[src/rtl/multi_servo_tester_pkg.sv]
// Shared definitions for the multi-channel servo tester: pulse-width
// width, controller state encoding and channel-index width helper.
package multi_servo_tester_pkg;

    // Width of every pulse-width value in microseconds.
    localparam int PW_W = 16;

    // Controller modes: manual stepping, or auto-sweep in either direction.
    typedef enum logic [1:0] {
        MANUAL   = 2'd0,
        SWEEP_UP = 2'd1,
        SWEEP_DN = 2'd2
    } servo_state_t;

    // Width of a channel index; at least one bit even for a single channel.
    function automatic int ch_w(input int n);
        return (n > 1) ? $clog2(n) : 1;
    endfunction

endpackage

[src/rtl/multi_servo_tester_pwm_channel.sv]
// One servo PWM output. The requested pulse width is captured into a shadow
// register only at the frame boundary, so a pulse is never cut short or
// stretched part-way through a frame.
module multi_servo_tester_pwm_channel
    import multi_servo_tester_pkg::*;
#(
    parameter int US_W      = 15,
    parameter int PW_CENTRE = 1500
) (
    input  logic            i_clk,
    input  logic            i_rst_n,
    input  logic            i_load,
    input  logic [PW_W-1:0] i_pulse_len,
    input  logic [US_W-1:0] i_us_cnt_next,
    output logic            o_pin
);

    logic [PW_W-1:0] r_shadow;
    logic [PW_W-1:0] w_shadow_next;

    // The compare uses the values the registers are about to take, so the pin
    // is aligned with the frame counter rather than lagging it by a cycle.
    assign w_shadow_next = i_load ? i_pulse_len : r_shadow;

    // Shadow capture at the frame boundary and registered pulse compare.
    always_ff @(posedge i_clk or negedge i_rst_n) begin
        if (!i_rst_n) begin
            r_shadow <= PW_W'(PW_CENTRE);
            o_pin    <= 1'b0;
        end else begin
            r_shadow <= w_shadow_next;
            o_pin    <= (int'(i_us_cnt_next) < int'(w_shadow_next));
        end
    end

endmodule

[src/rtl/multi_servo_tester.sv]
// N-channel RC-servo tester: shared microsecond frame timebase, channel
// select, manual pulse-width stepping and an auto-sweep mode.
module multi_servo_tester
    import multi_servo_tester_pkg::*;
#(
    parameter int CLK_MHZ    = 100,
    parameter int N_CH       = 4,
    parameter int FRAME_US   = 20000,
    parameter int PW_MIN     = 1000,
    parameter int PW_MAX     = 2000,
    parameter int PW_CENTRE  = 1500,
    parameter int STEP       = 100,
    parameter int SWEEP_STEP = 10
) (
    input  logic                    CLK,
    input  logic                    RESETN,
    input  logic                    sw_up,
    input  logic                    sw_dn,
    input  logic                    sw_sel,
    input  logic                    sw_mode,
    output logic [N_CH-1:0]         CONTROL_PIN,
    output logic [ch_w(N_CH)-1:0]   ch_sel,
    output logic                    sweep_active,
    output logic                    frame_start
);

    localparam int CH_W = ch_w(N_CH);
    localparam int PS_W = (CLK_MHZ > 1) ? $clog2(CLK_MHZ) : 1;
    localparam int US_W = $clog2(FRAME_US);

    logic [PS_W-1:0] r_presc;
    logic [US_W-1:0] r_us_cnt;
    logic [US_W-1:0] w_us_cnt_next;
    logic            w_us_tick;
    logic            w_wrap;
    logic            r_frame_start;

    logic [CH_W-1:0] r_ch_sel;
    servo_state_t    r_state;
    logic [PW_W-1:0] r_pulse_len [N_CH];

    logic [PW_W-1:0] w_p;
    logic [16:0]     w_man_sum, w_man_diff, w_swp_sum, w_swp_diff;
    logic [PW_W-1:0] w_man_up, w_man_dn, w_swp_up, w_swp_dn;
    logic            w_swp_ceil, w_swp_floor;

    assign w_us_tick = (r_presc == PS_W'(CLK_MHZ - 1));
    assign w_wrap    = w_us_tick && (r_us_cnt == US_W'(FRAME_US - 1));
    assign w_us_cnt_next = !w_us_tick ? r_us_cnt :
                           (w_wrap ? '0 : r_us_cnt + US_W'(1));

    // Saturating arithmetic on the selected channel in 17 bits so neither
    // the add nor the subtract can wrap before it is clamped.
    assign w_p        = r_pulse_len[r_ch_sel];
    assign w_man_sum  = {1'b0, w_p} + 17'(STEP);
    assign w_man_diff = {1'b0, w_p} - 17'(STEP);
    assign w_swp_sum  = {1'b0, w_p} + 17'(SWEEP_STEP);
    assign w_swp_diff = {1'b0, w_p} - 17'(SWEEP_STEP);

    assign w_man_up    = (w_man_sum > 17'(PW_MAX)) ? PW_W'(PW_MAX) : w_man_sum[PW_W-1:0];
    assign w_man_dn    = (w_man_diff[16] || w_man_diff < 17'(PW_MIN)) ? PW_W'(PW_MIN)
                                                                       : w_man_diff[PW_W-1:0];
    assign w_swp_ceil  = (w_swp_sum >= 17'(PW_MAX));
    assign w_swp_floor = w_swp_diff[16] || (w_swp_diff <= 17'(PW_MIN));
    assign w_swp_up    = w_swp_ceil  ? PW_W'(PW_MAX) : w_swp_sum[PW_W-1:0];
    assign w_swp_dn    = w_swp_floor ? PW_W'(PW_MIN) : w_swp_diff[PW_W-1:0];

    // Microsecond prescaler and frame counter; frame_start marks the first
    // cycle of a new frame.
    always_ff @(posedge CLK or negedge RESETN) begin
        if (!RESETN) begin
            r_presc       <= '0;
            r_us_cnt      <= '0;
            r_frame_start <= 1'b0;
        end else begin
            r_presc       <= w_us_tick ? '0 : r_presc + PS_W'(1);
            r_us_cnt      <= w_us_cnt_next;
            r_frame_start <= w_wrap;
        end
    end

    // Channel select, mode FSM and per-channel pulse-width updates. Adjusts
    // and sweep steps always act on the channel selected before this edge;
    // a select during sweep restarts the sweep upward on the new channel.
    always_ff @(posedge CLK or negedge RESETN) begin
        if (!RESETN) begin
            r_ch_sel <= '0;
            r_state  <= MANUAL;
            for (int i = 0; i < N_CH; i++) begin
                r_pulse_len[i] <= PW_W'(PW_CENTRE);
            end
        end else begin
            if (r_state == MANUAL) begin
                if (sw_up && !sw_dn) begin
                    r_pulse_len[r_ch_sel] <= w_man_up;
                end else if (sw_dn && !sw_up) begin
                    r_pulse_len[r_ch_sel] <= w_man_dn;
                end
                if (sw_mode) begin
                    r_state <= SWEEP_UP;
                end
            end else if (sw_mode) begin
                // Leaving sweep keeps whatever width was reached; a
                // coinciding frame step is dropped.
                r_state <= MANUAL;
            end else begin
                if (r_frame_start) begin
                    if (r_state == SWEEP_DN) begin
                        r_pulse_len[r_ch_sel] <= w_swp_dn;
                        if (w_swp_floor) begin
                            r_state <= SWEEP_UP;
                        end
                    end else begin
                        r_pulse_len[r_ch_sel] <= w_swp_up;
                        if (w_swp_ceil) begin
                            r_state <= SWEEP_DN;
                        end
                    end
                end
                if (sw_sel) begin
                    r_state <= SWEEP_UP;
                end
            end
            if (sw_sel) begin
                r_ch_sel <= (r_ch_sel == CH_W'(N_CH - 1)) ? '0 : r_ch_sel + CH_W'(1);
            end
        end
    end

    for (genvar gi = 0; gi < N_CH; gi++) begin : g_ch
        multi_servo_tester_pwm_channel #(
            .US_W      (US_W),
            .PW_CENTRE (PW_CENTRE)
        ) u_ch (
            .i_clk         (CLK),
            .i_rst_n       (RESETN),
            .i_load        (w_wrap),
            .i_pulse_len   (r_pulse_len[gi]),
            .i_us_cnt_next (w_us_cnt_next),
            .o_pin         (CONTROL_PIN[gi])
        );
    end

    assign ch_sel       = r_ch_sel;
    assign frame_start  = r_frame_start;
    assign sweep_active = (r_state != MANUAL);

endmodule

[config.mk]
export PLATFORM = sky130hd
export DESIGN_NAME = multi_servo_tester
export DESIGN_NICKNAME = d
export VERILOG_FILES = /design/src/rtl/multi_servo_tester_pkg.sv /design/src/rtl/multi_servo_tester_pwm_channel.sv /design/src/rtl/multi_servo_tester.sv
export SDC_FILE = /design/constraint.sdc
export NUM_CORES = 1
export LEC_CHECK = 0
export BUFFER_PORTS_ARGS = -buffer_cell sky130_fd_sc_hd__buf_4
export CAP_MARGIN = 20
export CORE_UTILIZATION = 60
export DETAILED_ROUTE_END_ITERATION = 12
export MAX_ROUTING_LAYER = met4
export PLACE_DENSITY = 0.76
export SLEW_MARGIN = 5
export SYNTH_ARGS = -nofsm -noshare
export SYNTH_HDL_FRONTEND = slang
export SYNTH_SLANG_ARGS = --single-unit
export TNS_END_PERCENT = 1
[constraint.sdc]
create_clock -name CLK -period 9.7 [get_ports CLK]
set_input_delay 1.455 -clock CLK [delete_from_list [all_inputs] [get_ports CLK]]
set_output_delay 1.455 -clock CLK [all_outputs]
set_load 0.005 [all_outputs]
---- Word level (Yosys, flattened, before mapping) ----
Cells that the tools add are included.
operators by class
  order comparisons ....................... 10
  muxes and demuxes ....................... 35
  $add $sub $neg .......................... 7
  equal/unequal tests ..................... 8
  shifts and indexed selects .............. 0
  divide/modulo/power cells ............... 0
  multiply operators ...................... 0
  reduce and logical (&&, ||, !) cells .... 15
  bitwise operators ....................... 1
operators by type and width
  kind                     count
  $mux W64                 6
  $bwmux W64               4
  $mux W16                 11
  $lt A15 B16 Y1           4
  $bmux W16 S2             1
  $demux W16 S2            1
  $mux W15                 2
  $mux W2                  9
  $add A16 B4 Y17 const B  1
  $add A16 B7 Y17 const B  1
  $ge A17 B11 Y1 const B   1
  $gt A17 B11 Y1 const B   1
  $le A17 B10 Y1 const B   1
  $lt A17 B10 Y1 const B   1
  $sub A16 B4 Y17 const B  1
  $sub A16 B7 Y17 const B  1
  $add A15 B1 Y15 const B  1
  $eq A15 B15 Y1 const B   1
  $add A7 B1 Y7 const B    1
  $eq A7 B7 Y1 const B     1
  $mux W7                  1
  $eq A2 B2 Y1 const B     2
  $logic_and A1 B1 Y1      4
  $ne A4 B4 Y1 const B     1
  other kinds (15)         18
storage, ports and cells
  latch bits .............................. 0
  RAM bits ................................ 0
  bits in registers ....................... 159
  bits in read-only memories .............. 0
  memories kept ........................... 0
  logic and storage cells ................. 93
  input bits .............................. 6
  output and inout port bits .............. 8

---- Depth between registers and ports, before layout ----
  depth after elaboration ................. 13
  mapped depth ............................ 16
  mapped depth without buffers ............ 15

---- Modules after synthesis ----
A second synthesis with hierarchy kept.
second synthesis, totals
  cell total of the unflattened synthesis .. 960
  area total of the unflattened synthesis .. 10203.5 um^2
modules (own cells, without submodules)
  module                          seq. area each (um^2)  cells an instance  instances  area an instance (um^2)
  multi_servo_tester              2312.2                 620                1          6164.7
  multi_servo_tester_pwm_channel  434.2                  85                 4          1009.7

---- Worst setup path before layout ----
Ideal clock, no wire load.
  path kind ............................... reg2reg
  from .................................... register r_ch_sel[1], in the netlist ch_sel[1]
  to ...................................... register r_pulse_len[24] (netlist name)
  slack ................................... 5854 ps
  setup time .............................. 91 ps
  required time ........................... 9609 ps
  data arrival time ....................... 3755 ps
  cell stages (with the launch flop) ...... 16
  clock period less this slack ............ 3846 ps
  buffers on the path ..................... 3
  path through ............................ dfrtp_1 buf_6 mux4_2 buf_2 buf_2 inv_1 ha_1 inv_1 o211ai_1 nand4_1 xor2_1 o21ai_0 o21bai_4 a21boi_1 o32a_1 o31ai_1
between the ends
  cells in the longest elaborated chain, start to end .. 13
  elaborated cells on any way between the ends .. 33
  those cells by class .................... add/sub (4); order compare (6); mux (19); bitwise (1); reduce/logical (3)
RTL lines
  item                                         line                       source
  start: declaration                           multi_servo_tester.sv:38   logic [CH_W-1:0] r_ch_sel;
  start signal: assignment                     multi_servo_tester.sv:125  r_ch_sel <= (r_ch_sel == CH_W'(N_CH - 1)) ? '0 : r_ch_sel + CH_W'(1);
  $not A2 Y3 (implied by the code) (*)         n/a
  $bmux W16 S2                                 multi_servo_tester.sv:54   assign w_p = r_pulse_len[r_ch_sel];
  $mux W16 (implied by the code) (2 in a row)  multi_servo_tester.sv:54
  $sub A16 B4 Y17                              multi_servo_tester.sv:58   assign w_swp_diff = {1'b0, w_p} - 17'(SWEEP_STEP);
  $le A17 B10 Y1                               multi_servo_tester.sv:64   assign w_swp_floor = w_swp_diff[16] || (w_swp_diff <= 17'(PW_MIN));
  $logic_or A1 B1 Y1                           multi_servo_tester.sv:64
  $mux W16                                     multi_servo_tester.sv:66   assign w_swp_dn = w_swp_floor ? PW_W'(PW_MIN) : w_swp_diff[PW_W-1:0];
  $bwmux W64                                   multi_servo_tester.sv:109  r_pulse_len[r_ch_sel] <= w_swp_dn;
  $mux W64                                     multi_servo_tester.sv:108  if (r_state == SWEEP_DN) begin
  $mux W64                                     multi_servo_tester.sv:107  if (r_frame_start) begin
  $mux W64                                     multi_servo_tester.sv:102  end else if (sw_mode) begin
  $mux W64 (*)                                 multi_servo_tester.sv:93   if (r_state == MANUAL) begin
  end signal: indexed assignment               multi_servo_tester.sv:95   r_pulse_len[r_ch_sel] <= w_man_up;
  end signal: indexed assignment               multi_servo_tester.sv:97   r_pulse_len[r_ch_sel] <= w_man_dn;
  end signal: indexed assignment               multi_servo_tester.sv:109
  end: declaration                             multi_servo_tester.sv:40   logic [PW_W-1:0] r_pulse_len [N_CH];
Every way passes the cells marked *; elsewhere a longest branch is shown, timed or not. The select of a mux whose other input is x is not followed.
A chain may end at the register's enable or synchronous reset.

---- Worst setup path in the final report ----
  from .................................... register r_ch_sel[1], in the netlist ch_sel[1]
  to ...................................... register r_pulse_len[40] (netlist name)
Same word-level chain as after synthesis.

==> impl_summary.md <==
Run status
The flow ran to the end, and the final reports show no timing, DRC or antenna violations.

Timing
The final-report hold violation count is 0. The maximum frequency from static timing analysis is 0.217 GHz. Setup repair after global routing left no endpoint under its margin. Setup total negative slack on the finished layout was measured at 0 ns.

The total count of max-transition violations in the final report came to 0. Setup violations remaining at the end of the flow were counted as 0. The worst-case clock skew is 0.00861 ns. The slew at the pin closest to its max-slew limit is 1.04 ns. Headroom to the max-slew limit came out at 0.303. The smallest setup slack after layout is 5.10 ns. Subtracting the final worst setup slack from the clock period gives 4.60 ns. The share of the clock period used by the worst path is 0.474.

Detailed routing
The remaining antenna violation count after routing is 0. The number of vias per cell after detailed routing is 6.31. For this block, the initial DRC count from the detailed router was 769. The routed length per placed instance is 20.6 um. The routed layout has 7585 vias. The total DRC errors in the routed layout is 0. The number of detailed-route iterations in the first pass is 5.

The final layout contains routed wiring with a total length of 24700 um.

Clock tree
Gates resized during post-CTS repair numbered 0. The H-tree generated during clock tree synthesis spans 4 levels. TritonCTS built the clock tree. CTS placed an instance of sky130_fd_sc_hd__clkbuf_16 at the clock tree root.

The clock sink count is 159. After clock tree synthesis, the clock-pin slew on the worst setup and hold paths is 0.07 ns. At the later pin of the worst-skew pair, clock insertion delay measures 0.43 ns. The buffer depth of the longest clock path is 2. Buffers inserted during clock tree synthesis total 17. The count of buffers added by post-CTS timing repair for setup is 0. Buffers inserted to repair hold after CTS numbered 0.

Yosys
Of the synthesized area, sequential elements account for 0.397. The number of nets in the synthesized netlist is 1059. The largest family of logic cells by synthesized area is multiplexers.

After synthesis the cells add up to 10200 um2. Among all cell types in the netlist, the one instantiated most often is sky130_fd_sc_hd__dfrtp_1. The area fraction in compound gates after synthesis is 0.142. The adder-cell area share of the yosys netlist is 0.0858. The share of cell area taken by muxes after synthesis is 0.154. The commonest cells after synthesis are 103 x sky130_fd_sc_hd__dfrtp_1, 74 x sky130_fd_sc_hd__inv_1, 70 x sky130_fd_sc_hd__ha_1, 70 x sky130_fd_sc_hd__nand2_1, 61 x sky130_fd_sc_hd__mux2i_1.

Synthesis produced a netlist whose cell count is 983. The proportion of netlist area held by the largest area contributor is 0.253. The Yosys step of the flow raised 0 warnings.

The number of enable-type register cells in the synthesized netlist is 0. Yosys attributes the largest share of cell area to sky130_fd_sc_hd__dfrtp_1 25%, sky130_fd_sc_hd__dfstp_2 14%, sky130_fd_sc_hd__ha_1 8.6%. The top flip-flop cell by instance count after synthesis is sky130_fd_sc_hd__dfrtp_1. The flop and latch count out of synthesis is 159. The average instance in the mapped netlist occupies 10.4 um2. Of the total synthesized cell area, the portion taken by XOR and XNOR cells is 0.0376.

Of the total synthesized cell area, the portion taken by AND, OR, NAND and NOR gates is 0.131. The count of cell types in the netlist is 83. Of all flip-flops after synthesis, the portion carrying an async set or reset was 1.00. sky130_fd_sc_hd__dfrtp_1 takes more of the synthesized area than any other cell.

Setup path
STA classifies the critical path startpoint as a flop. The critical path in this run is classified as flop to flop. The cell seen most often among critical-path stages is sky130_fd_sc_hd__inv_1.

The first element of the critical path is ch_sel[1]. The signal on the critical path passes through buf_4 > mux4_2 > inv_1 > ha_1 > inv_1 > o211ai_1 > nand4_1 > xor2_1 > o21ai_0 > o21bai_4 > a21boi_1 > o32a_1 > o31ai_1. The cell family contributing the most delay on the critical path is compound AO/OA/AOI/OAI gates.

For this run, the slowest stage of the critical path takes 0.80 ns. The maximum fanout count along the critical path is 21. The sum of buffers and inverters on the critical path is 3. For this design, the slowest cell found on the critical path is sky130_fd_sc_hd__mux4_2. STA classifies the critical path endpoint as a flop. The worst path required time is 10.02 ns. The launching point of the worst reg2reg path is ch_sel[1]. For the worst setup path, the data arrival time is 4.93 ns.

Power
Of the total power, registers draw 0.264. Dividing total power by cell area gives a power density of 325 nW/um2. The internal cell power is 0.00190 W. The combinational share of power is 0.552. The worst supply voltage drop on vdd is 0.000243 V. Summed over all cells, the static leakage comes to 5.06 nW. The power consumption is 0.00356 W.

The switching power is 0.00166 W. Of the total power, the share spent switching nets is 0.467. The portion of total power attributed to the clock network is 0.184.

Floorplanning
In this run the core area contains 47 standard-cell rows. 14 I/O pins were placed. The total area inside the core boundary comes to 16600 um2. The die is 132 um wide. From bottom edge to top edge, the die measures 132 um.

The effective utilization at floorplan is 0.616. The overall die area is 17500 um2.

Place
The count of input and output buffers is 13. The estimated wirelength of the detail-placed design is 17900 um. The last weighted congestion value of the routability-driven placer is 0.955. The worst-case setup slack after placement is 5.24 ns. The area of placed instances is 10400 um2.

GRT
The overall track demand over capacity in global routing is 0.307. The number of global-route vias before repair came to 7301. The global routing stage identified its most utilized layer as met2.

The global-route congestion overflow total is 0. For this run, global-route usage on met3 was measured as 0.0456. The initial antenna violation count is 0. The global-route wire length before repair is 40600 um. The pin count of the biggest net entering global routing is 87. The met2 global-route usage is 0.486. The met1 capacity usage during global routing is 0.422.

Finish
The net count of the finished layout is 1046. The layout cell share with drive strength beyond 1 is 0.213. After routing the design area is 10900 um2. Compared with the post-synthesis result, the final layout area differs by 7.18%. The repair_antennas step left the layout with diodes totalling 0.

Flow run
The max-cap violation count is 0.

Hold path
The startpoint of the tightest hold check path is g_ch[0].u_ch.r_shadow[5]. The path class of the tightest hold or removal check is flop to flop.
area by class of cell:
cell class                 count  area [um2]
clock inverter                15         149
tap                          220         275
fill                        1315        5640
sequential                   159        4050
multi-input combinational    700        5630
inverter                      74         278
timing repair buffer          18         139
clock buffer                  17         425
kinds of logic after synthesis:
logic type      count (synthesis)
simple gates                  252
compound gates                206
flops                         159
mux                           129
buf+inv                       124
fa+ha+maj                      70
xor+xnor                       43
worst register-to-register path: cells and delay by family (launching register included):
family,cells,cell delay (ns)
buf+inv,3,0.75
compound gates,6,1.90
flops,1,0.32
simple gates,1,0.20
xor+xnor,1,0.26
fa+ha+maj,1,0.26
mux,1,0.81
state kept, by name (all words and copies together) (netlist names):
register            cells
g_ch.u_ch.r_shadow     64
g_ch.u_ch.o_pin         4
ch_sel                  2
frame_start             1
r_presc                 7
r_state                 2
r_pulse_len            64
r_us_cnt               15
stage by stage:
step                utilization  hold slack [ns]  cells
floorplan                     -            0.452    983
global placement          0.625            0.468   1171
detailed placement        0.625            0.476   1171
CTS                       0.660            0.486   1203
global route              0.660            0.510   1203
finish                    0.660            0.484   1203
path summary, 6_finish.rpt:
check                                      endpoint  slack, ns  cells after the start
max                                 r_pulse_len[40]       5.10                     13
min                        g_ch[0].u_ch.r_shadow[5]       0.48                      2
max reg2reg                         r_pulse_len[40]       5.10                     13
min reg2reg                g_ch[0].u_ch.r_shadow[5]       0.48                      2
max in group asynchronous        g_ch[3].u_ch.o_pin       7.20                      2
min in group asynchronous                r_presc[6]       1.08                      1
cells in the final DEF (no fill, tap or decap), types with 3 or more instances in the layout:
cell type                   instances
sky130_fd_sc_hd__dfrtp_1          103
sky130_fd_sc_hd__inv_1             74
sky130_fd_sc_hd__nand2_1           70
sky130_fd_sc_hd__ha_1              70
sky130_fd_sc_hd__mux2i_1           61
sky130_fd_sc_hd__dfstp_2           56
sky130_fd_sc_hd__mux2_2            51
sky130_fd_sc_hd__a21oi_1           50
sky130_fd_sc_hd__nor2_1            41
sky130_fd_sc_hd__o21ai_0           40
sky130_fd_sc_hd__a21o_1            29
sky130_fd_sc_hd__xnor2_1           23
sky130_fd_sc_hd__nand3_1           22
sky130_fd_sc_hd__nand4_1           21
sky130_fd_sc_hd__nor3_1            20
sky130_fd_sc_hd__xor2_1            19
sky130_fd_sc_hd__clkbuf_16         17
sky130_fd_sc_hd__buf_4             17
sky130_fd_sc_hd__mux4_2            16
sky130_fd_sc_hd__and3_1            11
sky130_fd_sc_hd__o211ai_1          10
sky130_fd_sc_hd__or2_2             10
sky130_fd_sc_hd__nor4_1             9
sky130_fd_sc_hd__o22ai_1            9
sky130_fd_sc_hd__o31ai_1            8
sky130_fd_sc_hd__or3_1              7
sky130_fd_sc_hd__nor2b_1            7
sky130_fd_sc_hd__inv_6              6
sky130_fd_sc_hd__and2_1             5
sky130_fd_sc_hd__a21boi_0           5
sky130_fd_sc_hd__a31oi_1            5
sky130_fd_sc_hd__a211oi_1           5
sky130_fd_sc_hd__o21a_1             5
sky130_fd_sc_hd__nand2b_1           4
sky130_fd_sc_hd__o21ai_1            4
sky130_fd_sc_hd__o2111ai_1          4
sky130_fd_sc_hd__clkinv_4           4
sky130_fd_sc_hd__and4_1             3
sky130_fd_sc_hd__o221ai_1           3
layer usage:
layer	share of wire	vias to the layer above	wire length, um
li1	-	3544	-
met1	0.45	3791	11200
met2	0.49	229	12000
met3	0.052	21	1280
met4	0.0083	0	206
met5	0	-	0
power by group through the flow:
| stage | Clock [W] | Sequential (W) | Combinational, W |
|---|---|---|---|
| 6_report | 0.000655 | 0.000939 | 0.00196 |
| 5_1_grt | 0.000689 | 0.000954 | 0.00213 |
| 4_1_cts | 0.000664 | 0.000939 | 0.00193 |
| 3_5_place_dp | 0 | 0.000948 | 0.00191 |
| 3_3_place_gp | 0 | 0.000944 | 0.00192 |
| 2_1_floorplan | 0 | 0.000897 | 0.00154 |
Power figures use the tool's default switching activity.
